File: src/rtl/z80_trace_pkg.sv
// Shared types for the tv80s bus tracer: cycle types, trace record, strobe classifier.
// Record carries a timestamp field only when TRACER_TIMESTAMP_EN is defined.
package z80_trace_pkg;

  localparam int unsigned TRACE_TYPE_W = 3;

  // Bit positions inside the packed strobe sample {m1_n, mreq_n, iorq_n, rd_n, wr_n, rfsh_n}
  localparam int unsigned STB_M1   = 5;
  localparam int unsigned STB_MREQ = 4;
  localparam int unsigned STB_IORQ = 3;
  localparam int unsigned STB_RD   = 2;
  localparam int unsigned STB_WR   = 1;
  localparam int unsigned STB_RFSH = 0;

  typedef enum logic [TRACE_TYPE_W-1:0] {
    FETCH   = 3'd0,
    MEMRD   = 3'd1,
    MEMWR   = 3'd2,
    IORD    = 3'd3,
    IOWR    = 3'd4,
    REFRESH = 3'd5,
    INTACK  = 3'd6,
    NONE    = 3'd7
  } trace_type_t;

  typedef enum logic [1:0] {
    ST_IDLE,
    ST_ACTIVE,
    ST_EMIT
  } trc_state_t;

  typedef struct packed {
    trace_type_t ttype;
    logic [15:0] addr;
    logic [7:0]  data;
`ifdef TRACER_TIMESTAMP_EN
    logic [15:0] tstamp;
`endif
  } trace_rec_t;

  function automatic trace_type_t classify(input logic [5:0] s);
    trace_type_t t;
    if (!s[STB_M1] && !s[STB_IORQ])                        t = INTACK;
    else if (!s[STB_M1] && !s[STB_MREQ] && !s[STB_RD])     t = FETCH;
    else if (!s[STB_RFSH] && !s[STB_MREQ])                 t = REFRESH;
    else if (!s[STB_MREQ] && !s[STB_RD])                   t = MEMRD;
    else if (!s[STB_MREQ] && !s[STB_WR])                   t = MEMWR;
    else if (!s[STB_IORQ] && !s[STB_RD])                   t = IORD;
    else if (!s[STB_IORQ] && !s[STB_WR])                   t = IOWR;
    else                                                   t = NONE;
    return t;
  endfunction

  function automatic logic [7:0] capture_data(input trace_type_t t,
                                              input logic [7:0] di,
                                              input logic [7:0] dout);
    logic [7:0] d;
    case (t)
      MEMWR, IOWR: d = dout;
      REFRESH:     d = 8'h00;
      NONE:        d = 8'h00;
      default:     d = di;
    endcase
    return d;
  endfunction

endpackage

File: src/rtl/trace_fifo.sv
// Show-ahead synchronous FIFO of trace records with occupancy and a drop pulse
// for pushes refused while full (a simultaneous pop frees the slot).
module trace_fifo
  import z80_trace_pkg::*;
#(
  parameter int unsigned DEPTH = 16
) (
  input  logic                     clk,
  input  logic                     reset_n,
  input  logic                     push,
  input  trace_rec_t               wdata,
  input  logic                     pop,
  output trace_rec_t               rdata,
  output logic                     full,
  output logic                     empty,
  output logic [$clog2(DEPTH):0]   level,
  output logic                     drop
);

  localparam int unsigned AW = $clog2(DEPTH);
  localparam logic [AW:0] FULL_LVL = (AW+1)'(DEPTH);

  trace_rec_t    mem_q [DEPTH];
  logic [AW-1:0] wr_ptr_q, wr_ptr_d;
  logic [AW-1:0] rd_ptr_q, rd_ptr_d;
  logic [AW:0]   level_q, level_d;
  logic          do_push, do_pop;

  always_comb begin
    empty    = (level_q == '0);
    full     = (level_q == FULL_LVL);
    do_pop   = pop & ~empty;
    do_push  = push & (~full | do_pop);
    drop     = push & full & ~do_pop;
    wr_ptr_d = wr_ptr_q;
    rd_ptr_d = rd_ptr_q;
    level_d  = level_q;
    if (do_push) wr_ptr_d = wr_ptr_q + 1'b1;
    if (do_pop)  rd_ptr_d = rd_ptr_q + 1'b1;
    if (do_push && !do_pop)      level_d = level_q + 1'b1;
    else if (do_pop && !do_push) level_d = level_q - 1'b1;
    rdata = empty ? '0 : mem_q[rd_ptr_q];
    level = level_q;
  end

  always_ff @(posedge clk or negedge reset_n) begin
    if (!reset_n) begin
      wr_ptr_q <= '0;
      rd_ptr_q <= '0;
      level_q  <= '0;
    end else begin
      wr_ptr_q <= wr_ptr_d;
      rd_ptr_q <= rd_ptr_d;
      level_q  <= level_d;
    end
  end

  always_ff @(posedge clk) begin
    if (do_push) mem_q[wr_ptr_q] <= wdata;
  end

endmodule

File: src/rtl/z80_bus_tracer.sv
// Passive tv80s bus monitor: classifies each completed bus cycle and queues one record.
// Optional per-record timestamp port rec_time when TRACER_TIMESTAMP_EN is defined.
module z80_bus_tracer
  import z80_trace_pkg::*;
#(
  parameter int unsigned DEPTH = 16,
  parameter int unsigned CNTW  = 8
) (
  input  logic                     clk,
  input  logic                     reset_n,
  input  logic                     en,
  input  logic                     m1_n,
  input  logic                     mreq_n,
  input  logic                     iorq_n,
  input  logic                     rd_n,
  input  logic                     wr_n,
  input  logic                     rfsh_n,
  input  logic [15:0]              A,
  input  logic [7:0]               di,
  input  logic [7:0]               dout,
  output logic                     rec_valid,
  input  logic                     rec_ready,
  output logic [TRACE_TYPE_W-1:0]  rec_type,
  output logic [15:0]              rec_addr,
  output logic [7:0]               rec_data,
  output logic [$clog2(DEPTH):0]   level,
  output logic                     overflow,
  output logic [CNTW-1:0]          drop_cnt
`ifdef TRACER_TIMESTAMP_EN
  ,
  output logic [15:0]              rec_time
`endif
);

  logic [5:0]   s_strb_q, s_strb_d;
  logic [15:0]  s_addr_q, s_addr_d;
  logic [7:0]   s_di_q, s_di_d;
  logic [7:0]   s_dout_q, s_dout_d;
  logic         s_en_q, s_en_d;

  trc_state_t   state_q, state_d;
  trace_type_t  lat_q, lat_d;
  logic [15:0]  cap_addr_q, cap_addr_d;
  logic [7:0]   cap_data_q, cap_data_d;
  logic         overflow_q, overflow_d;
  logic [CNTW-1:0] drop_cnt_q, drop_cnt_d;

  trace_type_t  s_type;
  logic         push, start, capture;
  trace_rec_t   push_rec, head_rec;
  logic         fifo_full, fifo_empty, fifo_drop;

`ifdef TRACER_TIMESTAMP_EN
  logic [15:0]  ts_q, ts_d;

  always_comb ts_d = ts_q + 1'b1;

  always_ff @(posedge clk or negedge reset_n) begin
    if (!reset_n) ts_q <= '0;
    else          ts_q <= ts_d;
  end
`endif

  always_comb begin
    s_strb_d = {m1_n, mreq_n, iorq_n, rd_n, wr_n, rfsh_n};
    s_addr_d = A;
    s_di_d   = di;
    s_dout_d = dout;
    s_en_d   = en;
  end

  always_ff @(posedge clk or negedge reset_n) begin
    if (!reset_n) begin
      s_strb_q <= '1;
      s_addr_q <= '0;
      s_di_q   <= '0;
      s_dout_q <= '0;
      s_en_q   <= 1'b0;
    end else begin
      s_strb_q <= s_strb_d;
      s_addr_q <= s_addr_d;
      s_di_q   <= s_di_d;
      s_dout_q <= s_dout_d;
      s_en_q   <= s_en_d;
    end
  end

  // FETCH followed directly by REFRESH pushes from ACTIVE so the refresh is not lost
  // while the fetch record goes out; every other type change passes through EMIT.
  always_comb begin
    s_type     = classify(s_strb_q);
    state_d    = state_q;
    lat_d      = lat_q;
    cap_addr_d = cap_addr_q;
    cap_data_d = cap_data_q;
    push       = 1'b0;
    start      = 1'b0;
    capture    = 1'b0;
    case (state_q)
      ST_IDLE: start = s_en_q && (s_type != NONE);
      ST_ACTIVE: begin
        if (!s_en_q) begin
          state_d = ST_IDLE;
        end else if (s_type == lat_q) begin
          capture = 1'b1;
        end else if (lat_q == FETCH && s_type == REFRESH) begin
          push  = 1'b1;
          start = 1'b1;
        end else begin
          state_d = ST_EMIT;
        end
      end
      ST_EMIT: begin
        push    = 1'b1;
        start   = s_en_q && (s_type != NONE);
        state_d = ST_IDLE;
      end
      default: state_d = ST_IDLE;
    endcase
    if (start) begin
      state_d = ST_ACTIVE;
      lat_d   = s_type;
      capture = 1'b1;
    end
    if (capture) begin
      cap_addr_d = s_addr_q;
      cap_data_d = capture_data(s_type, s_di_q, s_dout_q);
    end
  end

  always_ff @(posedge clk or negedge reset_n) begin
    if (!reset_n) begin
      state_q    <= ST_IDLE;
      lat_q      <= NONE;
      cap_addr_q <= '0;
      cap_data_q <= '0;
    end else begin
      state_q    <= state_d;
      lat_q      <= lat_d;
      cap_addr_q <= cap_addr_d;
      cap_data_q <= cap_data_d;
    end
  end

  always_comb begin
    push_rec       = '0;
    push_rec.ttype = lat_q;
    push_rec.addr  = cap_addr_q;
    push_rec.data  = cap_data_q;
`ifdef TRACER_TIMESTAMP_EN
    push_rec.tstamp = ts_q;
`endif
  end

  trace_fifo #(.DEPTH(DEPTH)) u_fifo (
    .clk     (clk),
    .reset_n (reset_n),
    .push    (push),
    .wdata   (push_rec),
    .pop     (rec_ready),
    .rdata   (head_rec),
    .full    (fifo_full),
    .empty   (fifo_empty),
    .level   (level),
    .drop    (fifo_drop)
  );

  always_comb begin
    overflow_d = overflow_q;
    drop_cnt_d = drop_cnt_q;
    if (fifo_drop && fifo_full) begin
      overflow_d = 1'b1;
      if (drop_cnt_q != '1) drop_cnt_d = drop_cnt_q + 1'b1;
    end
  end

  always_ff @(posedge clk or negedge reset_n) begin
    if (!reset_n) begin
      overflow_q <= 1'b0;
      drop_cnt_q <= '0;
    end else begin
      overflow_q <= overflow_d;
      drop_cnt_q <= drop_cnt_d;
    end
  end

  always_comb begin
    rec_valid = ~fifo_empty;
    rec_type  = head_rec.ttype;
    rec_addr  = head_rec.addr;
    rec_data  = head_rec.data;
    overflow  = overflow_q;
    drop_cnt  = drop_cnt_q;
`ifdef TRACER_TIMESTAMP_EN
    rec_time  = head_rec.tstamp;
`endif
  end

endmodule

File: config.mk
export PLATFORM = sky130hd
export DESIGN_NAME = z80_bus_tracer
export DESIGN_NICKNAME = d
export VERILOG_FILES = /design/src/rtl/z80_trace_pkg.sv /design/src/rtl/trace_fifo.sv /design/src/rtl/z80_bus_tracer.sv
export SDC_FILE = /design/constraint.sdc
export NUM_CORES = 1
export LEC_CHECK = 0
export CORE_UTILIZATION = 40
export CTS_BUF_LIST = sky130_fd_sc_hd__clkbuf_16
export CTS_CLUSTER_DIAMETER = 40
export DETAILED_ROUTE_END_ITERATION = 8
export GPL_ROUTABILITY_DRIVEN = 0
export PLACE_DENSITY_LB_ADDON = 0.05
export SLEW_MARGIN = 0
export SYNTH_ARGS = -nofsm -noshare
export SYNTH_HDL_FRONTEND = slang
export SYNTH_HIERARCHICAL = 1
export SYNTH_SLANG_ARGS = --single-unit
File: constraint.sdc
create_clock -name clk -period 5.7 [get_ports clk]
set_input_delay 1.14 -clock clk [delete_from_list [all_inputs] [get_ports clk]]
set_output_delay 1.14 -clock clk [all_outputs]
set_load 0.01 [all_outputs]
**Yosys cells after proc, flatten, opt, wreduce, memory -nomap -nowiden**

Memories as Yosys holds them, arrays and structs flattened.
Index checks and enable logic that the tools add are counted.

- Memories kept: 1
- Input bits: 42
- Bits in read-only memories: 0
- Bits in writable memories: 432
- Latch bits: 0
- Register bits after elaboration: 90

- Shifts and indexed selects: 0
- Divide/modulo/power cells: 0
- Magnitude comparators: 0
- Multiplexer cells: 27
- Reduce and logical (&&, ||, !) cells: 30
- Bitwise operators: 8
- Add/sub/neg operators: 5
- Eq/ne operators: 13
- Multipliers: 0

Memory list:

| memory | depth | width | rd ports | clocked after Yosys merged registers in | write ports | RTL line | text |
|---|---|---|---|---|---|---|---|
| u_fifo.mem_q | 16 | 27 | 1 | 0 | 1 | trace_fifo.sv:23 | `trace_rec_t mem_q [DEPTH];` |

Operators by type and width:

| operator | count |
|---|---|
| $mux 27 | 1 |
| $mux 3 | 6 |
| $pmux 8 s2 | 1 |
| $logic_and 1x1->1 | 13 |
| $mux 2 | 5 |
| $mux 5 | 2 |
| $eq 3x3->1 const B | 3 |
| $mux 1 | 9 |
| $add 4x1->4 const B | 2 |
| $add 8x1->8 const B | 1 |
| $logic_not 1->1 | 8 |
| $ne 4x4->1 const B | 2 |
| $ne 8x8->1 const B | 1 |
| $reduce_or 2->1 | 3 |
| $add 5x1->5 const B | 1 |
| $eq 5x5->1 const B | 1 |
| $logic_not 5->1 | 1 |
| $sub 5x1->5 const B | 1 |
| $and 1x1->1 | 4 |
| $pmux 1 s2 | 2 |
| $pmux 2 s2 | 1 |
| $eq 3x2->1 const B | 1 |
| $eq 3x3->1 | 1 |
| $logic_not 3->1 | 1 |
| other kinds (10) | 12 |

**Logic depth before layout (Yosys ltp)**

Gate-level depths: netlist (run 1).

- Word-level depth: 20
- Gate-level depth with buffers: 15
- Mapped depth without buffers: 15

**Hierarchy**

Netlist (run 1), hierarchy kept.

By module, submodules not included:

| module | instances | cells each | area an instance (µm²) |
|---|---|---|---|
| trace_fifo | 1 | 756 | 17324.1 |
| z80_bus_tracer | 1 | 195 | 2995.4 |

**Worst setup path before layout (run 1)**

No wires, ideal clock.

- Path type: reg-to-reg
- Start: register s_strb_q[2]
- End: memory u_fifo/mem_q[7][0] in the netlist's numbering (enable)
- Data required time: 5.255 ns
- Cell stages (with the launch flop): 7
- Arrival: 3.830 ns
- Setup slack: 1.425 ns
- Setup time: 0.445 ns
- Path buffers: 0
- Cell sequence: dfstp_2 or3b_4 a221oi_4 o211ai_2 a21boi_0 o31ai_4 nor3_1

- Word-level cells in the longest chain between the ends: 17
- Elaborated cells between the ends (all ways): 20
- Classes of those cells: 2 x eq/ne; 12 x mux; 1 x bitwise; 5 x reduce/logical

RTL lines:

| what | RTL line | text |
|---|---|---|
| from (decl) | z80_bus_tracer.sv:35 | `logic [5:0] s_strb_q, s_strb_d;` |
| from (signal assigned) | z80_bus_tracer.sv:80 | `s_strb_q <= s_strb_d;` |
| $logic_not 1->1 (*) | z80_trace_pkg.sv:44, z80_trace_pkg.sv:46, z80_trace_pkg.sv:48 |  |
| $logic_and 1x1->1 | z80_trace_pkg.sv:48 | `else if (!s[STB_IORQ] && !s[STB_RD]) t = IORD;` |
| $mux 3 | z80_trace_pkg.sv:48 |  |
| $mux 3 | z80_trace_pkg.sv:47 | `else if (!s[STB_MREQ] && !s[STB_WR]) t = MEMWR;` |
| $mux 3 | z80_trace_pkg.sv:46 | `else if (!s[STB_MREQ] && !s[STB_RD]) t = MEMRD;` |
| $mux 3 | z80_trace_pkg.sv:45 | `else if (!s[STB_RFSH] && !s[STB_MREQ]) t = REFRESH;` |
| $mux 3 (*) | z80_trace_pkg.sv:44 | `else if (!s[STB_M1] && !s[STB_MREQ] && !s[STB_RD]) t = FETCH;` |
| $mux 3 (*) | z80_trace_pkg.sv:43 | `if (!s[STB_M1] && !s[STB_IORQ]) t = INTACK;` |
| (+2 left out) | -- |  |
| $mux 1 | z80_bus_tracer.sv:106 | `end else if (lat_q == FETCH && s_type == REFRESH) begin` |
| $mux 1 (*) | z80_bus_tracer.sv:104 | `end else if (s_type == lat_q) begin` |
| $mux 1 (*) | z80_bus_tracer.sv:102 | `if (!s_en_q) begin` |
| $pmux 1 s2 (*) | z80_bus_tracer.sv:99 | `case (state_q)` |
| named net push | z80_bus_tracer.sv:49 | `logic push, start, capture;` |
| $and 1x1->1 (*) | trace_fifo.sv:33 | `do_push = push & (~full \| do_pop);` |
| $mux 1 (*) | trace_fifo.sv:59 | `if (do_push) mem_q[wr_ptr_q] <= wdata;` |
| $mux 1 (implied by the code) (*) | trace_fifo.sv:59 |  |
| to (decl) | trace_fifo.sv:23 |  |

Mark *: on every way through the listed nets, which the timed path passes. The rest lies on a longest branch.

**Worst setup path in the final report (run 1)**

- Start: register u_fifo.level_q[1] (netlist: u_fifo/level[1])
- End: output rec_addr[1]

- Word-level cells in the longest chain between the ends: 2

RTL lines:

| what | RTL line | text |
|---|---|---|
| from (decl) | trace_fifo.sv:26 | `logic [AW:0] level_q, level_d;` |
| from (signal assigned) | trace_fifo.sv:54 | `level_q <= level_d;` |
| $logic_not 5->1 | trace_fifo.sv:30 | `empty = (level_q == '0);` |
| $mux 27 | trace_fifo.sv:42 | `rdata = empty ? '0 : mem_q[rd_ptr_q];` |
| to (decl) | z80_bus_tracer.sv:24 | `output logic [15:0] rec_addr,` |

Every way passes these cells.

==> results of run 1 <==
[worst max-delay path by stage]
| stage | startpoint | endpoint | slack [ns] |
|---|---|---|---|
| CTS | u_fifo/level[1] | rec_addr[1] | 0.75 |
| finish | u_fifo/level[1] | rec_addr[1] | 0.83 |
| global placement | u_fifo/level[0] | rec_addr[1] | 1.42 |
| global route | u_fifo/rd_ptr_q[3] | rec_type[2] | 0.71 |
| detailed placement | u_fifo/level[1] | rec_addr[1] | 1.41 |
| floorplan | s_strb_q[2] | u_fifo/mem_q[7][0] | 1.42 |
[final cells by class]
cell class / count / area, µm² / share of cell area
Sequential cell: 522 / 15200 / 0.611
Multi-Input combinational cell: 376 / 4850 / 0.194
Clock buffer: 85 / 2130 / 0.0853
Timing Repair Buffer: 106 / 1040 / 0.0417
Tap cell: 672 / 841 / 0.0337
Clock inverter: 72 / 787 / 0.0316
Inverter: 11 / 43.8 / 0.00176
[through the flow]
stage,power [W],utilization,setup WS (ns),cells
floorplan,0.00744,-,1.42,951
global placement,0.00874,0.439,1.42,1687
detailed placement,0.00874,0.439,1.41,1687
CTS,0.0139,0.497,0.753,1844
global route,0.0144,0.497,0.706,1844
finish,0.0137,0.497,0.833,1844
[routing by layer]
layer	vias up	track usage
li1	4248	-
met1	5124	0.256
met2	194	0.274
met3	76	0.0386
met4	0	0.0550
met5	-	0
[report_power, final]
| group | internal [W] | switching (W) |
|---|---|---|
| Combinational | 0.00176 | 0.00136 |
| Clock | 0.00327 | 0.00189 |
| Sequential | 0.00478 | 0.000660 |
[synth_stat cells, types with 5 or more instances]
cell type	instances	area (µm²)
inv_1	10	37.5
dfrtp_1	81	2030
nor3_1	8	40.0
nand3_1	7	35.0
nor2b_1	27	169
xnor2_1	11	96.3
a221o_1	27	270
mux2_2	35	394
buf_1	6	22.5
mux2_4	20	300
nor2_1	11	41.3
a22o_1	8	70.1
o21ai_0	6	30.0
clkbuf_1	5	18.8
buf_2	20	100
and2_1	5	31.3
ha_1	14	175
nand2_1	23	86.3
a21oi_1	5	25.0
xor2_1	6	52.6
dfstp_2	9	236
and3_1	6	37.5
buf_6	10	113
edfxtp_1	432	13000
mux4_2	108	2430
[cells by family after synthesis]
logic type	Yosys count	synth area share
AO/OA/AOI/OAI	67	0.0300
AND/OR/NAND/NOR	112	0.0333
XOR/XNOR	17	0.00733
multiplexers	165	0.155
flip-flops	522	0.750
adder cells (fa/ha/maj)	15	0.00961
buffers and inverters	53	0.0150
[sequential cells by signal, summed over array words and instances (netlist names)]
register         count
cap_addr_q          16
cap_data_q           8
drop_cnt             8
lat_q                3
overflow             1
s_addr_q            16
s_di_q               8
s_dout_q             8
s_en_q               1
s_strb_q             6
state_q              2
u_fifo/level         5
u_fifo/mem_q       432
u_fifo/rd_ptr_q      4
u_fifo/wr_ptr_q      4
==> metrics.md, run 1 <==
| Metric | Value |
|---|---|
| Number of buffers created by CTS | `85` |
| # fillers | `4087` |
| DP HPWL | `23600 µm` |
| Avg Vias per Cell | `5.23` |
| Clock Skew | `0.0226 ns` |
| Status | `complete, no violations` |
| Mapped Area | `0.0203 mm²` |
| Worst Path Buf+Inv | `2` |
| Synth async-reset ratio | `0.172` |
| Root buf cell | `clkbuf_16` |
| Synth-to-Final Area Change | `22.7%` |
| Setup crit end kind | `primary output` |
| Cell area after layout | `0.0249 mm²` |
| Io pins | `84` |
| Post-synth EDFFs | `432` |
| Fmax achieved | `205 MHz` |
| Chip width | `227 µm` |
| CP required | `4.56 ns` |
| IO buf count | `83` |
| Final hold vios | `0` |
| Delay-heaviest family, CP | `compound AO/OA/AOI/OAI gates` |
| WL met1 | `20800 µm` |
| Met3 Routed Length | `1720 µm` |
| Max-slew headroom at the worst pin | `0.169` |
| Starting density of the core | `0.405` |
| Pins Over Slew Limit | `0` |
| Setup CP Type | `register to primary output` |
| Core Box Area | `0.0502 mm²` |
| Synth unique cells | `63` |
| Hold Crit Class | `register to register` |
| Prevailing post-synth register cell | `edfxtp_1` |
| Pwr dens | `551 mW/mm²` |
| Worst Hold End | `cap_addr_q[0]` |
| Met2 WL | `20500 µm` |
| WL/cell | `23.9 µm` |
| Die height | `227 µm` |
| First-pass GRT wire length | `66300 µm` |
| Post-CTS setup buffer count | `0` |
| Clock latency on the worst-skew pair | `0.62 ns` |
| # resized after CTS | `0` |
| Startpoint types | `register` |
| CTS Hold Bufs | `0` |
| Data arrival, critical path | `3.73 ns` |
| R2r worst-path depth | `12` |
| Worst hold start | `s_addr_q[0]` |
| Worst R2R Start | `s_strb_q[2]` |
| Reg-to-reg endpoint | `u_fifo/level[4]` |
| Leak | `8.49 nW` |
| 1st-pass router iterations | `4` |
| Setup TNS | `0 ns` |
| Syn Area/Cell | `21.4 µm²` |
| Vias in the first global route | `10268` |
| Cells after synthesis | `951` |
| Depth of the worst hold-timing path | `1` |
| Max cap viols | `0` |
| Time the worst path needs with I/O delays and setup | `4.87 ns` |
| RSZ-0062 raised after global routing | `false` |
| Grt ovf | `0` |
| Gr usage total | `0.179` |
| Antenna diodes | `0` |
| Clock Sinks | `522` |
| Via count | `9642` |
| CP max stage delay | `0.85 ns` |
| Critical path fanouts, max | `21` |
| Nets | `1159` |
| Seq cells post-synth | `522` |
| Die footprint | `0.0517 mm²` |
| DRC Markers | `0` |
| Commonest non-fill, non-tap cell in the layout | `edfxtp_1` |
| Crit share post-route | `0.854` |
| Final setup vio count | `0` |
| Top Metal Used | `met4` |
| Rows | `82` |
| Layout cell share with drive strength beyond 1 | `0.320` |
| DR iter-0 viols | `700` |
| Clk slew on worst S/H paths | `0.05 ns` |
| Worst-margin pin slew | `1.24 ns` |
| DP Area | `0.0220 mm²` |
| DRT antenna net count | `0` |
| DRT Wirelength | `44000 µm` |
| CTS tree | `built` |
| Yosys warns | `6` |
| Largest net degree at the start of global routing | `56` |
| Stages on worst setup path | `6` |
| Slowest CP cell | `o211ai_4` |
| Reg2reg setup slack | `1.36 ns` |
| Post-Syn Nets | `1008` |
| Peak VDD IR | `0.366 mV` |
| Most frequent cells in the layout | `432 x edfxtp_1, 108 x mux4_2, 85 x clkbuf_16, 82 x clkdlybuf4s50_1, 78 x dfrtp_1` |
| CTS Buffer Depth | `3` |
| Worst hold slack | `0.476 ns` |
| CTS H-tree depth | `3` |
| CP cell instances | `or4_4, o211ai_4, buf_4, nor2b_1, a221o_1, clkdlybuf4s50_1` |
| Initial antenna violation count | `0` |
| Sequential share of the synthesized area | `0.750` |
No activity file was read; power rests on OpenSTA's default activity.
==> run 2: changes to the inputs <==
==> constraint.sdc (replaced) <==
create_clock -name clk -period 5.7 [get_ports clk]
set_input_delay 1.14 -clock clk [delete_from_list [all_inputs] [get_ports clk]]
set_output_delay 1.14 -clock clk [all_outputs]
set_load 0.05 [all_outputs]
==> run 2 against run 1 <==
  * Cell count is 0.38% higher
  * Non-clock buffer count is 5 higher
  * Power is 5.0% higher
  * First-iteration DRC count is 13% lower
  * Core utilization is 0.087 points higher
  * Critical path depth is 1 lower
  * Largest power group unchanged
  * Combinational power is 24% higher
  * Maximum frequency is 1.0% higher
  * Highest routed layer unchanged
==> metrics.md, run 2 (same netlist as run 1, synthesis figures left out) <==
| Metric | Value |
|---|---|
| Status | `complete, no violations` |
| Clk slew on worst S/H paths | `0.06 ns` |
| Pins Over Slew Limit | `0` |
| Final setup vio count | `0` |
| Clock power frac | `0.354` |
| Data arrival, critical path | `3.68 ns` |
| DP HPWL | `24100 µm` |
| Biggest register | `u_fifo/mem_q` |
| Number of buffers created by CTS | `85` |
| Die height | `227 µm` |
| Io pins | `84` |
| Crit share post-route | `0.845` |
| Die footprint | `0.0517 mm²` |
| CTS Buffer Depth | `3` |
| Starting density of the core | `0.405` |
| Layout cell share with drive strength beyond 1 | `0.324` |
| Setup crit end kind | `primary output` |
| Max reg flops | `432` |
| Rows | `82` |
| First-pass GRT wire length | `66800 µm` |
| CTS tree | `built` |
| Clock Skew | `0.0256 ns` |
| Critical path fanouts, max | `33` |
| Most frequent cells in the layout | `432 x edfxtp_1, 108 x mux4_2, 88 x clkbuf_16, 82 x clkdlybuf4s50_1, 78 x dfrtp_1` |
| # resized after CTS | `0` |
| Avg Vias per Cell | `5.23` |
| Clock Sinks | `522` |
| DR iter-0 viols | `609` |
| Post-CTS setup buffer count | `0` |
| RSZ-0062 raised after global routing | `false` |
| Pwr dens | `577 mW/mm²` |
| Fin util | `0.498` |
| Commonest non-fill, non-tap cell in the layout | `edfxtp_1` |
| Synth-to-Final Area Change | `22.9%` |
| Comb pwr share | `0.270` |
| Via count | `9679` |
| Fmax achieved | `208 MHz` |
| Sequential Power Share | `0.376` |
| Worst-margin pin slew | `1.17 ns` |
| IO buf count | `83` |
| Peak VDD IR | `0.339 mV` |
| CTS Hold Bufs | `0` |
| Initial antenna violation count | `0` |
| Max-slew headroom at the worst pin | `0.217` |
| DRT Wirelength | `45100 µm` |
| CTS H-tree depth | `3` |
| Startpoint types | `register` |
| Largest net degree at the start of global routing | `50` |
| Pint | `0.00979 W` |
| Gr usage total | `0.182` |
| 1st-pass router iterations | `5` |
| Root buf cell | `clkbuf_16` |
| Register Area | `0.0152 mm²` |
| Core Box Area | `0.0502 mm²` |
| Setup TNS | `0 ns` |
| Nets | `1164` |
| Hold Crit Class | `register to register` |
| Sw Share | `0.321` |
| WL/cell | `24.4 µm` |
| Vias in the first global route | `10244` |
| Largest registers | `u_fifo/mem_q x432, cap_addr_q x16, s_addr_q x16` |
| Chip width | `227 µm` |
| DRT antenna net count | `0` |
| Multi-input gate area | `0.00485 mm²` |
| Clock latency on the worst-skew pair | `0.61 ns` |
| Antenna diodes | `0` |
| DRC Markers | `0` |
| CP required | `4.56 ns` |
| Sw Pwr | `0.00462 W` |
| Setup CP Type | `register to primary output` |
| # fillers | `4096` |
| Max cap viols | `0` |
| Time the worst path needs with I/O delays and setup | `4.82 ns` |
| Grt ovf | `0` |
| Final hold vios | `0` |
| Leak | `8.51 nW` |
-- run 2: cell types whose count changed in the layout (fill, tap and decap cells not counted), sizes merged --
cell / change
clkbuf: +3
clkinv: -5
buf: +5
inv: +5
bufinv: -3
clkinvlp: +2
-- run 2: path summary, 6_finish.rpt --
path	to	cells past startpoint	startpoint	slack, ns
worst max-delay path	rec_addr[6]	5	u_fifo/rd_ptr_q[1]	0.88
worst min-delay path	cap_addr_q[1]	1	s_addr_q[1]	0.47
worst max register to register	u_fifo/level[4]	12	s_strb_q[2]	1.58
worst min register to register	cap_addr_q[1]	1	s_addr_q[1]	0.47
max in group asynchronous	u_fifo/rd_ptr_q[0]	2	reset_n	3.92
min in group asynchronous	s_addr_q[9]	1	reset_n	0.59
-- run 2: power groups by stage --
| stage | Clock, W | Sequential, W | Combinational, W |
|---|---|---|---|
| floorplan | 0 | 0.00521 | 0.00292 |
| global placement | 0 | 0.00550 | 0.00397 |
| detailed placement | 0 | 0.00552 | 0.00396 |
| CTS | 0.00521 | 0.00544 | 0.00398 |
| global route | 0.00537 | 0.00552 | 0.00415 |
| finish | 0.00510 | 0.00542 | 0.00389 |
-- run 2: per-layer routing --
metal	vias to the layer above	wire length [µm]	part of all wire	track usage
met5	-	0	0	0
met4	0	822	0.018	0.0621
met3	57	1870	0.042	0.0325
met2	213	21600	0.48	0.287
met1	5150	20800	0.46	0.255
li1	4259	-	-	-
-- run 2: per-stage QoR --
step                std cells  area (µm²)  total power, W  hold WS [ns]  setup WS [ns]
CTS                      1851       25000          0.0146         0.473          0.805
floorplan                 951       20300         0.00813         0.457           1.42
global placement         1692       22100         0.00947         0.459           1.49
detailed placement       1692       22100         0.00948         0.464           1.47
global route             1851       25000          0.0150         0.479          0.730
finish                   1851       25000          0.0144         0.471          0.882
-- run 2: layout make-up --
cell class | instances | share of cell area
clock buffers | 88 | 0.0882
repair buffers | 111 | 0.0441
inverters | 11 | 0.00175
well taps | 672 | 0.0337
multi-input cells | 376 | 0.194
clock inverters | 71 | 0.0278
flip-flops and latches | 522 | 0.610
-- run 2: critical path: stages (launching register included) --
cell and delay (ns):
dfrtp_4 0.86, buf_12 0.30, mux4_2 0.55, mux2_2 0.28, a221o_1 0.33, clkdlybuf4s50_1 0.73
